## src/rtl/warm_pkg.sv

```systemverilog
// Shared types and helpers for the water-heater warm-up controller.
package warm_pkg;

  localparam int TEMP_W_DEF = 8;

  typedef enum logic [2:0] {
    ST_IDLE,
    ST_HEAT,
    ST_HOLD,
    ST_DONE,
    ST_FAULT
  } warm_state_t;

  // a - b clamped at zero; callers truncate back to their own width
  function automatic logic [31:0] sat_sub(input logic [31:0] a, input logic [31:0] b);
    return (a > b) ? (a - b) : 32'd0;
  endfunction

endpackage

```

## src/rtl/warm_if.sv

```systemverilog
// Handshake between the wash FSM (master) and warm_ctrl (slave).
interface warm_if #(
  parameter int TEMP_W = warm_pkg::TEMP_W_DEF
);
  logic              start;
  logic              abort;
  logic [TEMP_W-1:0] target_temp;
  logic [TEMP_W-1:0] temp_in;
  logic              temp_valid;
  logic              warm_en;
  logic              busy;
  logic              warm_done;
  logic              warm_fault;

  modport master (
    output start, abort, target_temp, temp_in, temp_valid,
    input  warm_en, busy, warm_done, warm_fault
  );

  modport slave (
    input  start, abort, target_temp, temp_in, temp_valid,
    output warm_en, busy, warm_done, warm_fault
  );
endinterface

```

## src/rtl/warm_cnt.sv

```systemverilog
// Saturating up-counter with sync clear/enable; tc flags count == TERM-1.
module warm_cnt #(
  parameter int          CNT_W = 17,
  parameter int unsigned TERM  = 1000
) (
  input  logic clk,
  input  logic rst,
  input  logic clr,
  input  logic en,
  output logic tc
);

  localparam logic [CNT_W-1:0] LAST = CNT_W'(TERM - 1);

  logic [CNT_W-1:0] count;

  assign tc = (count == LAST);

  // stops at the terminal value instead of wrapping
  always_ff @(posedge clk) begin
    if (rst || clr) begin
      count <= '0;
    end else if (en && !tc) begin
      count <= count + CNT_W'(1);
    end
  end

endmodule

```

## src/rtl/warm_ctrl.sv

```systemverilog
// Closed-loop heater warm-up: heat to target, soak with hysteresis, report done/fault.
// Build option WARM_TIMEOUT_EN adds the HEAT timeout counter and FAULT state.
//
// state | meaning
// IDLE  | heater off, waiting for start
// HEAT  | heater on until temp reaches tgt
// HOLD  | soak, bang-bang between lo and tgt
// DONE  | one-cycle completion pulse
// FAULT | heating timed out, waits for abort
module warm_ctrl
  import warm_pkg::*;
#(
  parameter int TEMP_W      = TEMP_W_DEF,
  parameter int HYST        = 3,
  parameter int HOLD_CYC    = 1000,
  parameter int TIMEOUT_CYC = 100000,
  parameter int CNT_W       = 17
) (
  input  logic    clk,
  input  logic    rst,
  warm_if.slave   bus
);

  warm_state_t       state, state_nxt;
  logic [TEMP_W-1:0] tgt, lo;
  logic              tgt_load;
  logic              warm_en_q, warm_en_nxt;
  logic              busy_q, done_q;
  logic              hold_tc, timeout_tc;
  logic              temp_hit;

  assign lo       = TEMP_W'(sat_sub(32'(tgt), 32'(HYST)));
  assign temp_hit = bus.temp_valid && (bus.temp_in >= tgt);

  warm_cnt #(.CNT_W(CNT_W), .TERM(HOLD_CYC)) u_hold (
    .clk (clk),
    .rst (rst),
    .clr (bus.abort || (state != ST_HOLD)),
    .en  (state == ST_HOLD),
    .tc  (hold_tc)
  );

`ifdef WARM_TIMEOUT_EN
  logic fault_q;

  warm_cnt #(.CNT_W(CNT_W), .TERM(TIMEOUT_CYC)) u_timeout (
    .clk (clk),
    .rst (rst),
    .clr (bus.abort || (state != ST_HEAT)),
    .en  (state == ST_HEAT),
    .tc  (timeout_tc)
  );

  always_ff @(posedge clk) begin
    if (rst) fault_q <= 1'b0;
    else     fault_q <= (state_nxt == ST_FAULT);
  end

  assign bus.warm_fault = fault_q;
`else
  localparam int unused_timeout_cyc = TIMEOUT_CYC;

  assign timeout_tc     = 1'b0;
  assign bus.warm_fault = 1'b0;
`endif

  always_ff @(posedge clk) begin
    if (rst) begin
      state     <= ST_IDLE;
      warm_en_q <= 1'b0;
      busy_q    <= 1'b0;
      done_q    <= 1'b0;
      tgt       <= '0;
    end else begin
      state     <= state_nxt;
      warm_en_q <= warm_en_nxt;
      busy_q    <= (state_nxt == ST_HEAT) || (state_nxt == ST_HOLD);
      done_q    <= (state_nxt == ST_DONE);
      if (tgt_load) tgt <= bus.target_temp;
    end
  end

  always_comb begin
    state_nxt   = state;
    warm_en_nxt = 1'b0;
    tgt_load    = 1'b0;
    if (bus.abort) begin
      state_nxt = ST_IDLE;
    end else begin
      case (state)
        ST_IDLE: begin
          if (bus.start) begin
            state_nxt   = ST_HEAT;
            warm_en_nxt = 1'b1;
            tgt_load    = 1'b1;
          end
        end
        ST_HEAT: begin
          warm_en_nxt = 1'b1;
          if (timeout_tc) begin
            state_nxt   = ST_FAULT;
            warm_en_nxt = 1'b0;
          end else if (temp_hit) begin
            state_nxt   = ST_HOLD;
            warm_en_nxt = 1'b0;
          end
        end
        ST_HOLD: begin
          // between lo and tgt the heater keeps its previous setting
          warm_en_nxt = warm_en_q;
          if (bus.temp_valid) begin
            if (bus.temp_in >= tgt)    warm_en_nxt = 1'b0;
            else if (bus.temp_in < lo) warm_en_nxt = 1'b1;
          end
          if (hold_tc) begin
            state_nxt   = ST_DONE;
            warm_en_nxt = 1'b0;
          end
        end
        ST_DONE:  state_nxt = ST_IDLE;
        ST_FAULT: state_nxt = ST_FAULT;
        default:  state_nxt = ST_IDLE;
      endcase
    end
  end

  assign bus.warm_en   = warm_en_q;
  assign bus.busy      = busy_q;
  assign bus.warm_done = done_q;

endmodule
```

## src/flat_wrapper.sv

```systemverilog
// flat-port wrapper written by rule: the top's interface ports become plain ports
module warm_ctrl_flat import warm_pkg::*;
#(
  parameter int TEMP_W      = TEMP_W_DEF,
  parameter int HYST        = 3,
  parameter int HOLD_CYC    = 1000,
  parameter int TIMEOUT_CYC = 100000,
  parameter int CNT_W       = 17
)
  (clk, rst, bus_start, bus_abort, bus_target_temp, bus_temp_in, bus_temp_valid, bus_warm_en, bus_busy, bus_warm_done, bus_warm_fault);
  warm_if #(.TEMP_W(TEMP_W)) bus_i ();
  input  logic clk;
  input  logic rst;
  input wire logic [$bits(bus_i.start)-1:0] bus_start;
  input wire logic [$bits(bus_i.abort)-1:0] bus_abort;
  input wire logic [$bits(bus_i.target_temp)-1:0] bus_target_temp;
  input wire logic [$bits(bus_i.temp_in)-1:0] bus_temp_in;
  input wire logic [$bits(bus_i.temp_valid)-1:0] bus_temp_valid;
  output wire logic [$bits(bus_i.warm_en)-1:0] bus_warm_en;
  output wire logic [$bits(bus_i.busy)-1:0] bus_busy;
  output wire logic [$bits(bus_i.warm_done)-1:0] bus_warm_done;
  output wire logic [$bits(bus_i.warm_fault)-1:0] bus_warm_fault;
  assign bus_i.start = bus_start;
  assign bus_i.abort = bus_abort;
  assign bus_i.target_temp = bus_target_temp;
  assign bus_i.temp_in = bus_temp_in;
  assign bus_i.temp_valid = bus_temp_valid;
  assign bus_warm_en = bus_i.warm_en;
  assign bus_busy = bus_i.busy;
  assign bus_warm_done = bus_i.warm_done;
  assign bus_warm_fault = bus_i.warm_fault;
  warm_ctrl #(.TEMP_W(TEMP_W), .HYST(HYST), .HOLD_CYC(HOLD_CYC), .TIMEOUT_CYC(TIMEOUT_CYC), .CNT_W(CNT_W)) u_core (.clk(clk), .rst(rst), .bus(bus_i));
endmodule
```

## config.mk

```make
export PLATFORM = sky130hd
export DESIGN_NAME = warm_ctrl_flat
export DESIGN_NICKNAME = d
export VERILOG_FILES = /design/src/rtl/warm_pkg.sv /design/src/rtl/warm_if.sv /design/src/rtl/warm_cnt.sv /design/src/rtl/warm_ctrl.sv /design/src/flat_wrapper.sv
export SDC_FILE = /design/constraint.sdc
export NUM_CORES = 1
export LEC_CHECK = 0
export ABC_AREA = 1
export BUFFER_PORTS_ARGS = -buffer_cell sky130_fd_sc_hd__buf_2
export CAP_MARGIN = 10
export CORE_UTILIZATION = 55
export CTS_CLUSTER_DIAMETER = 120
export DETAILED_ROUTE_END_ITERATION = 8
export GPL_TIMING_DRIVEN = 0
export MAX_ROUTING_LAYER = met4
export PLACE_DENSITY = 0.77
export SLEW_MARGIN = 20
export SYNTH_ARGS = -nofsm -noshare
export SYNTH_HDL_FRONTEND = slang
export SYNTH_HIERARCHICAL = 1
export SYNTH_SLANG_ARGS = --single-unit
```

## constraint.sdc

```tcl
create_clock -name clk -period 3.3 [get_ports clk]
set_input_delay 0.33 -clock clk [delete_from_list [all_inputs] [get_ports clk]]
set_output_delay 0.33 -clock clk [all_outputs]
set_load 0.05 [all_outputs]
```

Yosys cells after proc, flatten, opt, wreduce, memory -nomap -nowiden

Index checks and enable logic that the tools add are counted.

Word-level logic and storage cells: 45
Flip-flop bits (word level): 31
Output and inout bits: 4

Reduce and logical (&&, ||, !) cells: 9
$add $sub $neg: 2
$lt $le $gt $ge: 3
Equality and inequality tests: 10
Mux-type cells: 15

Operators by type and width:

| cell                                                                    | count |
|---|---|
| 17-bit by 1-bit adder with 17-bit output, second input constant         | 1 |
| 17-bit by 10-bit == test with 1-bit output, second input constant       | 1 |
| 3-bit 2-to-1 mux                                                        | 4 |
| 3-bit one-hot mux with 4 select lines                                   | 1 |
| 3-bit by 2-bit == test with 1-bit output, second input constant         | 3 |
| 8-bit >= comparator                                                     | 1 |
| 8-bit by 2-bit > comparator with 1-bit output, second input constant    | 1 |
| 8-bit less-than comparator                                              | 1 |
| 1-bit 2-to-1 mux                                                        | 8 |
| 8-bit 2-to-1 mux                                                        | 1 |
| 8-bit by 2-bit subtractor with 8-bit output, second input constant      | 1 |
| 3-bit by 1-bit == test with 1-bit output, second input constant         | 2 |
| 3-bit by 2-bit inequality test with 1-bit output, second input constant | 2 |
| 4-bit by 1-bit inequality test with 1-bit output, second input constant | 1 |
| 3-bit == test, second input constant                                    | 1 |
| 3-bit logical NOT                                                       | 1 |
| 1-bit logical OR                                                        | 3 |
| 1-bit one-hot mux with 3 select lines                                   | 1 |
| 1-bit logical AND                                                       | 2 |
| 2-bit AND reduction                                                     | 1 |
| 2-bit OR reduction                                                      | 1 |
| 1-bit logical NOT                                                       | 1 |

Depth between registers and ports, before layout

Gate-level depths: netlist (run 1).

Depth in word-level cells: 8
Gate-level depth with buffers: 16

Cells and area by module

Netlist (run 1), hierarchy kept.

Modules (own cells, without submodules):

| module    | seq. area each (um^2) | cells an instance | times used | area an instance (um^2) |
|---|---|---|---|---|
| warm_ctrl | 280.3                 | 162               | 1          | 1083.5 |
| warm_cnt  | 340.3                 | 147               | 1          | 967.2 |

Worst setup path before layout (run 1)

Ideal clock, no wire load.

Kind: register to register
Start: register u_core.tgt[2]
End: register u_core.warm_en_q, in the netlist u_core/bus.warm_en
Data arrival time: 1.735 ns
Required time: 3.186 ns
Buffers on the path: 0
Clock period less this slack: 1.849 ns
Path slack: 1.451 ns
Cell stages (with the launch flop): 14
Cell sequence: dfxtp_1 a21oi_1 nand2_1 nor2_1 o21ai_0 ha_1 a21oi_1 nor2_1 a211oi_1 nand2_1 nand2_1 nand2_1 nor2_1 nor2_2

Longest elaborated chain between the ends: 5
Elaborated cells on any way between the ends: 13
Classes of those cells: add/sub: 1; order compare: 3; eq/ne: 1; mux: 6; reduce/logical: 2

RTL lines:

| element                                                                                               | line                               | RTL |
|---|---|---|
| start, declared                                                                                       | warm_ctrl.sv:25                    | `logic [TEMP_W-1:0] tgt, lo;` |
| start signal, assigned                                                                                | warm_ctrl.sv:79                    | `if (tgt_load) tgt <= bus.target_temp;` |
| 8-bit by 2-bit subtractor with 8-bit output (tied with other cells)                                   | warm_pkg.sv:16                     | `return (a > b) ? (a - b) : 32'd0;` |
| 8-bit 2-to-1 mux / 1-bit 2-to-1 mux (equally long branches)                                           | warm_pkg.sv:16, warm_ctrl.sv:112   |  |
| 8-bit less-than comparator / 1-bit 2-to-1 mux (equally long branches)                                 | warm_ctrl.sv:113, warm_ctrl.sv:111 |  |
| 4-bit by 1-bit inequality test with 1-bit output (no line) / 1-bit 2-to-1 mux (equally long branches) | n/a                                |  |
| 2-bit AND reduction (no line) / 1-bit one-hot mux with 3 select lines (equally long branches)         | n/a                                |  |
| end signal, assigned                                                                                  | warm_ctrl.sv:76                    | `warm_en_q <= warm_en_nxt;` |
| end, declared                                                                                         | warm_ctrl.sv:27                    | `logic warm_en_q, warm_en_nxt;` |

Parallel ways exist; a longest one is shown, timed or not. The select of a mux whose other input is x is not followed.
A chain may end at the register's enable or synchronous reset.

Final worst setup path (run 1)

Start: register u_core.tgt[0]
End: register u_core.warm_en_q, in the netlist u_core/bus.warm_en

The elaborated chain is that of the path after synthesis.

==> metrics.txt, run 1 <==
pin slew with the least headroom to its limit=0.508 ns; Crit path required time=3.48 ns; Post-Synthesis Net Count=348; wire length per cell=10.8 um; layout-stage area growth over the synthesis result=13.3%; Max IR drop VDD=285 uV; number of buffers created by CTS=5; final setup skew=0.00503 ns; Die Span X=63.1 um; H-Tree Depth=2; area fraction in compound gates after synthesis=11.0%; clock-pin slew reported for the worst setup and hold paths after clock tree synthesis=0.06 ns; unrepaired setup endpoints after global routing=false; overall routed net length=4160 um; CTS root buffer=clkbuf_8; placed wire-length estimate after detailed placement=3290 um; Fmax=479 MHz; number of flops mapped to enable cells by yosys=0; weighted congestion at the end of routability-driven global placement=0.826; result of the run=completed; max-cap viol count=0; register area=621 um2; die footprint=3980 um2; share of synthesized cell area in full adder, half adder and majority cells=11.0%; worst-case clock buffer depth=2; combinational family with the most area after synthesis=simple AND/OR/NAND/NOR gates; first-pass GRT wire length=7270 um; routed vias=1,921; via/cell ratio=4.98; pre-CTS worst setup slack=1.20 ns; commonest register cell after synthesis=dfxtp_1; maximum number of pins on one net before global-route repair=11; fraction of final layout cells sized beyond drive strength 1=16.2%; number of global-route vias before repair=1,817; quantity of I/O buffers inserted on ports=23; die span in y=63.1 um; overall overflow remaining after global route=0; mux cell area share after synthesis=0%; worst-skew pair later-pin latency=0.28 ns; I/O pin count=25; number of nets with antenna violations after routing=0; critical path endpoint category=register; # DRC=0; simple-gate portion of the synthesized area=36.8%; number of buffers added to fix hold violations after cts=0; setup_tns=0 ns; average size of a mapped cell=6.64 um2; post-synthesis share of cell area spent on xor and xnor gates=2.14%; worst path setup slack after routing=1.21 ns; WP data arrival=2.27 ns; combined global-route utilization of all metal layers=23.9%; leakage power figure=1.04 nW; total count of hold-check failures in the final report=0; post-synthesis sequential element count=31; async set or reset register ratio after synthesis=0%; path category of the worst min-delay check=primary input to register; Layout Nets=378; Site Rows=21; number of antenna violations at the first check in global routing=0; Layout fillers=321; element type at the critical path start=register; max-slew violation count=0; iteration count of the initial detailed-routing pass=5; antenna diode count=0; number of gates resized after cts=0; post-synthesis instance area=2050 um2; number of standard cells after synthesis=309; number of sinks on the clock net=31; number of distinct standard cells referenced by the synthesized netlist=32; Iteration-0 DRC Markers=87; footprint of the multi-input gates=1250 um2; core outline area=3440 um2; sequential-to-total area share from yosys stat=30.3%; CTS tree=built; Synthesis Warnings=6; period utilisation layout=63.3%; Crit Path Category=register to register; Max-Slew Margin vs Limit=65.9%; post-CTS setup buffer count=0; Final Critical Period=2.09 ns; largest fanout of any net on the critical path=5; Final Setup Violations=0; effective utilization at floorplan=59.6%; total power per unit cell area=377 nW/um2
[worst max-delay path: stages, from the launching register on]
cell and delay, ns:
dfxtp_1 0.35, a21oi_1 0.28, nand2_1 0.08, nor2_1 0.13
o21ai_0 0.12, ha_1 0.30, a21oi_1 0.16, nor2_1 0.05
a211oi_1 0.16, nand2_1 0.08, nand2_1 0.06, nand2_1 0.06
nor2_1 0.11, nor2_2 0.05
[synth_stat cells (2+ instances only)]
| cell | number | area share, % |
|---|---|---|
| nor2_4 | 2 | 1.1 |
| nor2_2 | 4 | 1.2 |
| nor3_1 | 5 | 1.2 |
| inv_1 | 37 | 6.8 |
| nand4_1 | 3 | 0.92 |
| nand2_1 | 72 | 13 |
| nand2_2 | 7 | 2.1 |
| or2_2 | 2 | 0.61 |
| a21oi_1 | 27 | 6.6 |
| inv_2 | 3 | 0.55 |
| nand3_1 | 21 | 5.1 |
| xor2_1 | 2 | 0.85 |
| o21ai_0 | 12 | 2.9 |
| ha_1 | 18 | 11 |
| nor2_1 | 42 | 7.7 |
| buf_4 | 2 | 0.73 |
| dfxtp_1 | 31 | 30 |
| xnor2_1 | 3 | 1.3 |
| o21ai_1 | 3 | 0.73 |
[cells by family after synthesis]
family                     Yosys count
xor gates and xnor gates             5
other                                1
buffers and inverters               45
DFF                                 31
and+or+nand+nor                    165
adders and majority gates           18
AOI/OAI and AO/OA                   44
[through the flow]
step | area (um2) | power [mW] | hold slack, ns | utilization, % | cells
floorplan | 2050 | 0.514 | 0.402 | - | 309
global placement | 2220 | 0.552 | 0.457 | 64.6 | 378
detailed placement | 2220 | 0.559 | 0.466 | 64.6 | 378
CTS | 2320 | 0.882 | 0.296 | 67.5 | 386
global route | 2320 | 0.932 | 0.301 | 67.5 | 386
finish | 2320 | 0.875 | 0.298 | 67.5 | 386
[worst paths after layout]
path | slack [ns] | end | cells after the start | from
hold reg to reg | 0.48 | u_core/u_hold/count[9] | 2 | u_core/u_hold/count[9]
hold / removal | 0.30 | u_core/state[1] | 2 | rst
setup / recovery | 1.21 | u_core/bus.warm_en | 13 | u_core/tgt[0]
setup reg to reg | 1.21 | u_core/bus.warm_en | 13 | u_core/tgt[0]
[report_power, final]
group          internal [mW]  leakage [nW]  switching (mW)  total [mW]
registers              0.384         0.252         0.00836       0.392
clock network          0.190        0.0515           0.136       0.326
logic                 0.0638         0.732          0.0935       0.157
total                  0.637          1.04           0.238       0.875
[cells in the final DEF, fill, tap and decap left out, types with 3 or more instances in the layout]
master,count
a21oi_1,27
nand2_1,72
inv_1,37
nor2_1,42
nand4_1,3
dfxtp_1,31
clkbuf_8,7
o21ai_1,3
nand2_2,7
inv_2,3
xnor2_1,3
nor2_2,4
o21ai_0,12
ha_1,18
nand3_1,21
nor3_1,5
buf_2,24
[cell type report]
cell class | instances | area share, %
Buffer | 4 | 1.02
Clock buffer | 8 | 4.31
Inverter | 41 | 6.62
Multi-Input combinational cell | 233 | 53.9
Sequential cell | 31 | 26.7
Tap cell | 46 | 2.48
Timing Repair Buffer | 23 | 4.95
[state kept, by name, indices dropped and copies added, names as in the netlist]
name and flops:
u_core/bus.busy 1, u_core/bus.warm_done 1, u_core/bus.warm_en 1, u_core/state 3, u_core/tgt 8, u_core/u_hold/count 17
[per-layer routing]
metal  up-vias  global-route usage [%]  wire [um]
met5         -                       -          0
met4         0                    8.14         35
met3         4                    5.43        118
met2        23                    43.4       2110
met1       843                    25.1       1900
li1       1051                       -          -
(Power assumes the default switching activity.)
==> run 2: changes to the inputs <==
- CORE_UTILIZATION: 55 -> 52
- PLACE_DENSITY: 0.77 -> 0.76
- clock period: 3.3 -> 1.7 ns (I/O delays scaled with it)
==> metrics.txt, run 2 (same netlist as run 1, synthesis figures left out) <==
path category of the worst min-delay check=primary input to register (unchanged); crit-path cells=a21oi_4 -> nand2_1 -> nor2_2 -> o21ai_1 -> ha_1 -> a21oi_2 -> nor2_1 -> a211oi_1 -> nand2_1 -> nand2_1 -> nand2_1 -> nor2_2 -> nor2_2 (was a21oi_1 -> nand2_1 -> nor2_1 -> o21ai_0 -> ha_1 -> a21oi_1 -> nor2_1 -> a211oi_1 -> nand2_1 -> nand2_1 -> nand2_1 -> nor2_1 -> nor2_2); Slowest-stage cell, CP=dfxtp_4 (was dfxtp_1); antenna diode count=0 (unchanged); layout-stage area growth over the synthesis result=27.2% (was 13.3%); startpoint of the worst-slack reg-to-reg timing path=u_core/tgt[1] (was u_core/tgt[0]); quantity of I/O buffers inserted on ports=23 (unchanged); Max IR drop VDD=584 uV (was 285 uV); number of global-route vias before repair=1,770 (was 1,817); share of the core filled with cells=70.2% (was 67.5%); Hold Path Origin=rst (unchanged); number of buffers added to fix hold violations after cts=0 (unchanged); Cells on Worst Hold Path=2 (unchanged); effective utilization at floorplan=55.2% (was 59.6%); Final Setup Violations=1 (was 0); iteration count of the initial detailed-routing pass=4 (was 5); Layout fillers=307 (was 321); critical path launch point=u_core/tgt[1] (was u_core/tgt[0]); Worst path most repeated cell=nand2_1 (unchanged); worst-case clock buffer depth=2 (unchanged); CTS root buffer=clkbuf_8 (unchanged); WP data arrival=2.07 ns (was 2.27 ns); clock-pin slew reported for the worst setup and hold paths after clock tree synthesis=0.06 ns (about the same); total count of hold-check failures in the final report=0 (unchanged); routed vias=2,009 (was 1,921); largest fanout of any net on the critical path=4 (was 5); Die Span X=64.8 um (was 63.1 um); element type at the critical path start=register (unchanged); Layout Nets=387 (was 378); pre-CTS worst setup slack=-0.292 ns (was 1.20 ns); weighted congestion at the end of routability-driven global placement=0.876 (was 0.826); worst-skew pair later-pin latency=0.28 ns (about the same); die footprint=4200 um2 (was 3980 um2); critical path endpoint category=register (unchanged); wire length per cell=11.1 um (was 10.8 um); Crit Path Category=register to register (unchanged); delay of the slowest cell on the worst path=0.36 ns (was 0.35 ns); via/cell ratio=5.06 (was 4.98); overall routed net length=4410 um (was 4160 um); Iteration-0 DRC Markers=91 (was 87); unrepaired setup endpoints after global routing=true (was false); total power per unit cell area=645 nW/um2 (was 377 nW/um2); die span in y=64.8 um (was 63.1 um); Final Critical Period=1.89 ns (was 2.09 ns); violated checks=setup timing; most used cells in the layout excluding fill and tap cells=nand2_1 (65), nor2_1 (38), inv_1 (29) (was nand2_1 (72), nor2_1 (42), inv_1 (37)); final setup skew=0.00577 ns (was 0.00503 ns); first-pass GRT wire length=7060 um (was 7270 um); max-slew violation count=0 (unchanged); number of sinks on the clock net=31 (unchanged); combined global-route utilization of all metal layers=22.2% (was 23.9%); number of antenna violations at the first check in global routing=0 (unchanged); result of the run=finished, violations left (was completed); leakage power figure=1.11 nW (was 1.04 nW); period utilisation layout=111% (was 63.3%); overall overflow remaining after global route=0 (unchanged); I/O pin count=25 (unchanged); biggest registers after layout=u_core/u_hold/count: 17 flops, u_core/tgt: 8 flops, u_core/state: 3 flops (unchanged); placed wire-length estimate after detailed placement=3260 um (was 3290 um); total power of the final layout=1.68 mW (was 875 uW); number of nets with antenna violations after routing=0 (unchanged); register with the most flip-flops=u_core/u_hold/count (unchanged); flip-flop count of the largest register after layout=17 (unchanged); number of buffers created by CTS=5 (unchanged); CTS tree=built (unchanged); Fmax=528 MHz (was 479 MHz); H-Tree Depth=2 (unchanged); worst path setup slack after routing=-0.194 ns (was 1.21 ns); # DRC=0 (unchanged); worst hold endpoint=u_core/bus.warm_done (was u_core/state[1]); Crit path required time=1.87 ns (was 3.48 ns); register-to-register setup slack=-0.19 ns (was 1.21 ns); maximum number of pins on one net before global-route repair=11 (unchanged); setup_tns=-0.194 ns (was 0 ns); Worst R2R End=u_core/bus.warm_en (unchanged); most common library cell in the layout ignoring fill and taps=nand2_1 (unchanged); Site Rows=22 (was 21); number of cell instances on the worst register-to-register path=13 (unchanged); core outline area=3720 um2 (was 3440 um2); fraction of final layout cells sized beyond drive strength 1=32.1% (was 16.2%); max-cap viol count=0 (unchanged)
run 2: what timing repair did:
item / CTS / global route
setup buffers: 0 / 9
endpoints found under the setup margin: 13 / 8
endpoints found under the hold margin: 0 / 0
gates resized for setup: 13 / 52
pin swaps: 2 / 15
run 2: layout make-up:
cell class	instances	area, um2	area share, %
multi-input combinational	233	1430	54.8
sequential	31	653	25.0
timing repair buffer	32	195	7.48
inverter	41	159	6.09
clock buffer	7	76.3	2.93
tap	48	60.1	2.30
buffer	4	31.3	1.20
clock inverter	1	5.00	0.192
run 2: worst max-delay path by stage:
| stage | end | slack (ns) |
|---|---|---|
| after floorplan | u_core/bus.warm_en | -0.1 |
| after global placement | u_core/bus.warm_en | -0.28 |
| after detailed placement | u_core/bus.warm_en | -0.29 |
| after CTS | u_core/bus.warm_en | -0.23 |
| after global routing | u_core/bus.warm_en | -0.36 |
| final | u_core/bus.warm_en | -0.19 |
run 2: layer usage:
layer | global-route usage [%] | wire (um) | vias to the layer above | share of wire, %
li1 | - | - | 1070 | -
met1 | 25.1 | 2000 | 918 | 45
met2 | 38.8 | 2270 | 19 | 51
met3 | 5.81 | 123 | 2 | 2.8
met4 | 5.00 | 17 | 0 | 0.39
met5 | - | 0 | - | 0
run 2: per-stage QoR:
stage	hold slack (ns)	instance area, um2	cells
floorplan	0.242	2060	309
global placement	0.422	2230	380
detailed placement	0.427	2230	380
CTS	0.133	2350	388
global route	0.151	2610	397
finish	0.140	2610	397
run 2: report_power, final:
| group | internal (mW) | switching, mW |
|---|---|---|
| logic | 0.163 | 0.211 |
| registers | 0.740 | 0.0237 |
| clock network | 0.287 | 0.257 |
| total | 1.19 | 0.492 |
run 2: worst max-delay path: cells and delay by family, from the launching register on:
kind,cells,cell delay (ns)
DFF,1,0.36
adders and majority gates,1,0.31
AOI/OAI and AO/OA,4,0.54
and+or+nand+nor,8,0.60
